--- src/rtl/io_input_responder.sv ---
// Memory-mapped input responder: synchronizes and debounces 32 switches and 4 buttons,
// latches sticky button-press events (W1C) and serves combinational reads to the LSU.

module io_input_responder_lane (
    input  logic clk,
    input  logic rst,
    input  logic raw,
    input  logic tick,
    input  logic bypass,
    output logic synced,
    output logic deb,
    output logic deb_next
);
    logic       s1;
    logic [2:0] hist;
    logic [2:0] hist_nx;

    assign hist_nx = {hist[1:0], synced};

    // History keeps shifting in bypass so normal mode resumes from a valid window.
    always_comb begin
        deb_next = deb;
        if (bypass)
            deb_next = synced;
        else if (tick && hist_nx == 3'b111)
            deb_next = 1'b1;
        else if (tick && hist_nx == 3'b000)
            deb_next = 1'b0;
    end

    always_ff @(posedge clk or posedge rst) begin
        if (rst) begin
            s1     <= 1'b0;
            synced <= 1'b0;
            hist   <= 3'b000;
            deb    <= 1'b0;
        end else begin
            s1     <= raw;
            synced <= s1;
            if (tick)
                hist <= hist_nx;
            deb    <= deb_next;
        end
    end
endmodule

module io_input_responder #(
    parameter int TICK_DIV       = 50000,
    parameter bit BTN_ACTIVE_LOW = 1'b1
) (
    input  logic        clk,
    input  logic        rst,
    input  logic        i_sel,
    input  logic        i_we,
    input  logic        i_re,
    input  logic [31:0] i_addr,
    input  logic [31:0] i_wdata,
    output logic [31:0] o_rdata,
    input  logic [31:0] i_io_sw,
    input  logic [3:0]  i_io_btn,
    output logic        o_btn_evt
);
    localparam int NUM_LANES = 36;
    localparam int CW        = $clog2(TICK_DIV);

    logic [CW-1:0]        tick_cnt;
    logic                 tick;
    logic [NUM_LANES-1:0] raw, synced, deb, deb_next;
    logic [3:0]           btn_edge, edge_set, edge_clr;
    logic                 bypass;
    logic                 wr;
    logic                 unused_bits;

    // Lanes 31:0 are switches, 35:32 are buttons normalised to active-high.
    assign raw  = {(BTN_ACTIVE_LOW ? ~i_io_btn : i_io_btn), i_io_sw};
    assign tick = (tick_cnt == CW'(TICK_DIV - 1));
    assign wr   = i_sel & i_we;

    always_ff @(posedge clk or posedge rst) begin
        if (rst)
            tick_cnt <= '0;
        else if (tick)
            tick_cnt <= '0;
        else
            tick_cnt <= tick_cnt + 1'b1;
    end

    for (genvar g = 0; g < NUM_LANES; g++) begin : g_lane
        io_input_responder_lane u_lane (
            .clk      (clk),
            .rst      (rst),
            .raw      (raw[g]),
            .tick     (tick),
            .bypass   (bypass),
            .synced   (synced[g]),
            .deb      (deb[g]),
            .deb_next (deb_next[g])
        );
    end

    // Rising edge is judged on the value being committed this cycle, so set and
    // a same-cycle W1C collide in one update where set wins.
    assign edge_set = ~deb[35:32] & deb_next[35:32];
    assign edge_clr = (wr && i_addr[4:2] == 3'd3) ? i_wdata[3:0] : 4'd0;

    always_ff @(posedge clk or posedge rst) begin
        if (rst) begin
            btn_edge <= 4'd0;
            bypass   <= 1'b0;
        end else begin
            btn_edge <= (btn_edge & ~edge_clr) | edge_set;
            if (wr && i_addr[4:2] == 3'd4)
                bypass <= i_wdata[0];
        end
    end

    assign o_btn_evt = |btn_edge;

    always_comb begin
        o_rdata = '0;
        if (i_sel && i_re) begin
            case (i_addr[4:2])
                3'd0:    o_rdata = synced[31:0];
                3'd1:    o_rdata = deb[31:0];
                3'd2:    o_rdata = {24'd0, synced[35:32], deb[35:32]};
                3'd3:    o_rdata = {28'd0, btn_edge};
                3'd4:    o_rdata = {31'd0, bypass};
                default: o_rdata = '0;
            endcase
        end
    end

    assign unused_bits = ^{i_addr[31:5], i_addr[1:0], i_wdata[31:4], deb_next[31:0]};
endmodule

--- config.mk ---
export PLATFORM = sky130hd
export DESIGN_NAME = io_input_responder
export DESIGN_NICKNAME = d
export VERILOG_FILES = /design/src/rtl/io_input_responder.sv
export SDC_FILE = /design/constraint.sdc
export NUM_CORES = 1
export LEC_CHECK = 0
export ABC_AREA = 1
export ABC_CLOCK_PERIOD_IN_PS = 8200
export BUFFER_PORTS_ARGS = -buffer_cell sky130_fd_sc_hd__clkbuf_2
export CAP_MARGIN = 15
export CORE_AREA = 10 10 137 139
export DETAILED_ROUTE_END_ITERATION = 8
export DIE_AREA = 0 0 147 149
export HOLD_SLACK_MARGIN = 0.08
export PLACE_DENSITY = 0.77
export SYNTH_ARGS = -nofsm -noshare
export SYNTH_HDL_FRONTEND = slang
export SYNTH_SLANG_ARGS = --single-unit
export TNS_END_PERCENT = 5
--- constraint.sdc ---
create_clock -name clk -period 8.2 [get_ports clk]
set_input_delay 1.64 -clock clk [delete_from_list [all_inputs] [get_ports clk]]
set_output_delay 1.64 -clock clk [all_outputs]
set_load 0.01 [all_outputs]
==> summary.txt <==
Final layout
  – Share of cells above drive strength 1: 0.147
  – NumNets Final: about 1,200
  – Inserted Diodes: 0
  – Layout area overhead: 14.7%
  – Most common cell after layout, fill and taps aside: nand2_1
  – Leading cell types in the layout, fill and taps excluded: nand2_1, dfrtp_1, inv_1, nand3_1, clkbuf_2

STA
  – Worst Tran Pin Value: 1.04 ns
  – RSZ-0062 raised after global routing: false
  – Endpoints failing setup: 0
  – Period utilization: 0.654
  – Worst Skew: ~0.023 ns
  – Setup tns final: 0 ns
  – Period minus WS final: approximately 5.4 ns
  – Fin. max-slew vios: 0
  – Slew margin rel.: 0.305
  – Fmax: roughly 0.19 GHz
  – Fin. Hold Viols: 0

Global routing
  – GRT Overall Usage: 0.171
  – GRT overflow: 0
  – Vias in the first global route: 6,567
  – Initial antenna violation count: 0
  – Pin count of the biggest net entering global routing: around 130
  – First-pass GRT wire length: 31.6 mm

Worst setup path
  – Critical Path End Type: output pin
  – Worst path required time: about 6.6 ns
  – Largest stage delay, worst path: just over 0.8 ns
  – Critical path depth: 7
  – CP Launch Type: input pin
  – Reg2Reg Depth: 11
  – Most frequent CP cell: clkbuf_2
  – Critical Path Fanout Max: 26
  – Top delay family on crit path: buffers and inverters
  – CP max-delay cell: clkinv_1
  – Worst Setup Path Type: in2out
  – Worst-path cell chain: clkbuf_2, inv_1, nand3_1, clkinv_1, a211oi_1, nor2_1, clkbuf_2
  – Buf+Inv Stages, Crit Path: 4
  – Worst EP arrival: around 3.7 ns

Clock network
  – PostCTS Resize Cnt: 0
  – CTS tree: yes
  – Clk buf depth: 3
  – CTS H-tree lvls: 1
  – Register clock-pin slew on the reported worst setup and hold paths: 0.05 ns
  – # Post-CTS Setup Buffers: 0
  – Inserted Clock Buffers: 22
  – Post-CTS Hold Fix Bufs: 0
  – Root Driver: clkbuf_16
  – Clk sinks: about 200
  – Worst-Skew Late Latency: between 0.5 and 0.6 ns

Routing
  – DRC: 0
  – Routed WL: about 18 mm
  – Vias: 6,701
  – Avg WL per Cell: roughly 14 µm
  – Vias per cell: approximately 5.2
  – 1st-pass router iterations: 5
  – Initial DRC Count: 521
  – Routed Antenna Nets: 0

Power and ir drop
  – PwrDens: ~230 nW/µm²
  – Worst vdd ir: 0.000157 V
  – Leakage: approximately 4.8 nW
  – Overall power: around 2.3 mW

Place
  – IO Port Bufs: 80
  – Placer Congestion: between 0.8 and 0.9
  – Dpl hpwl: ~11 mm

Floorplan
  – Die Y: about 150 µm
  – Total core area: 16,200 µm²
  – # IOs: approximately 140
  – DIE AREA: roughly 22,000 µm²
  – Initial Util: 0.538
  – Row cnt: 47
  – Die Width: 147 µm

Logic synthesis
  – Mapped cell area: between 8000 and 9000 µm²
  – Syn_nets: 1,089
  – Yosys reg bits: between 200 and 250
  – Synth Instances: approximately 980
  – Synth warn: 0
  – Synth cell types: 37
  – Syn avg cell area: ~8.9 µm²
  – Post-synthesis sequential area ratio: 0.578

Hold path
  – HP Class: reg2reg
  – Hold Path Depth: 0

Flow run
  – Max cap viols: 0

Status
  – Outcome: finished, final reports clean
final cells by class:
| type | count | area (µm²) |
|---|---|---|
| flip-flops and latches | 201 | 5030 |
| clock buffers | 30 | 631 |
| fillers | 1336 | 6190 |
| repair buffers | 85 | 438 |
| inverters | 154 | 587 |
| clock inverters | 10 | 116 |
| multi-input cells | 590 | 2910 |
| well taps | 220 | 275 |
path summary, 6_finish.rpt:
check	startpoint	to	slack [ns]
max in group asynchronous	rst	tick_cnt[7]	5.39
min in group asynchronous	rst	g_lane[17].u_lane.synced	1.30
worst min-delay path	g_lane[5].u_lane.s1	g_lane[5].u_lane.synced	0.35
worst max register to register	tick_cnt[0]	g_lane[7].u_lane.deb	5.31
worst min register to register	g_lane[5].u_lane.s1	g_lane[5].u_lane.synced	0.35
worst max-delay path	i_addr[4]	o_rdata[0]	2.83
synthesized netlist by cell type, drive strengths merged:
master / number / area (µm²)
o211a: 1 / 10.0
nand3: 87 / 435
o21ai: 75 / 375
clkbuf: 25 / 93.8
nand2: 221 / 860
buf: 13 / 100
nor2: 59 / 246
ha: 1 / 12.5
o211ai: 5 / 37.5
nor3: 46 / 245
o22ai: 8 / 50.1
a211oi: 1 / 7.51
o21a: 8 / 60.1
clkinv: 2 / 8.75
o21bai: 8 / 86.3
nand4: 5 / 31.3
or2: 2 / 12.5
a21oi: 28 / 140
dfrtp: 201 / 5030
o221ai: 20 / 175
and2: 4 / 25.0
nand3b: 5 / 37.5
inv: 152 / 571
xor2: 6 / 52.6
sequential cells by signal (all words and copies together), names as in the netlist:
| name | cells |
|---|---|
| g_lane.u_lane.synced | 36 |
| btn_edge | 4 |
| tick_cnt | 16 |
| g_lane.u_lane.deb | 36 |
| g_lane.u_lane.s1 | 36 |
| bypass | 1 |
| g_lane.u_lane.hist | 72 |
where the power goes:
| part | switching [mW] | leakage [nW] | internal [mW] |
|---|---|---|---|
| logic | 0.145 | 1.86 | 0.0878 |
| registers | 0.0391 | 2.54 | 1.07 |
| clock network | 0.389 | 0.366 | 0.603 |
routing by layer:
metal  wire length [µm]  vias up  global-route usage
met4                280        0              0.0486
met1               8540     3191               0.234
met3               1150       21              0.0376
li1                   -     3311                   -
met2               8500      178               0.270
met5                  0        -                   0
cell families (layout without fill, tap and decap cells):
group | Yosys count | after routing | share of synthesized area
compound gates | 154 | 154 | 0.108
xor+xnor | 6 | 6 | 0.00604
fa+ha+maj | 1 | 1 | 0.00144
buf+inv | 192 | 279 | 0.0888
flops | 201 | 201 | 0.578
simple gates | 429 | 429 | 0.218
per-stage QoR:
| step | instance area (µm²) | util | setup slack [ns] | cells | hold WS [ns] |
|---|---|---|---|---|---|
| finish | 9980 | 0.617 | 2.83 | 1290 | 0.346 |
| CTS | 9980 | 0.617 | 2.80 | 1290 | 0.348 |
| global placement | 9240 | 0.571 | 2.85 | 1250 | 0.331 |
| detailed placement | 9240 | 0.571 | 2.84 | 1250 | 0.335 |
| floorplan | 8700 | - | 1.08 | 983 | 0.331 |
| global route | 9980 | 0.617 | 2.65 | 1290 | 0.354 |
Note: power is estimated with default switching activity, not from simulation.
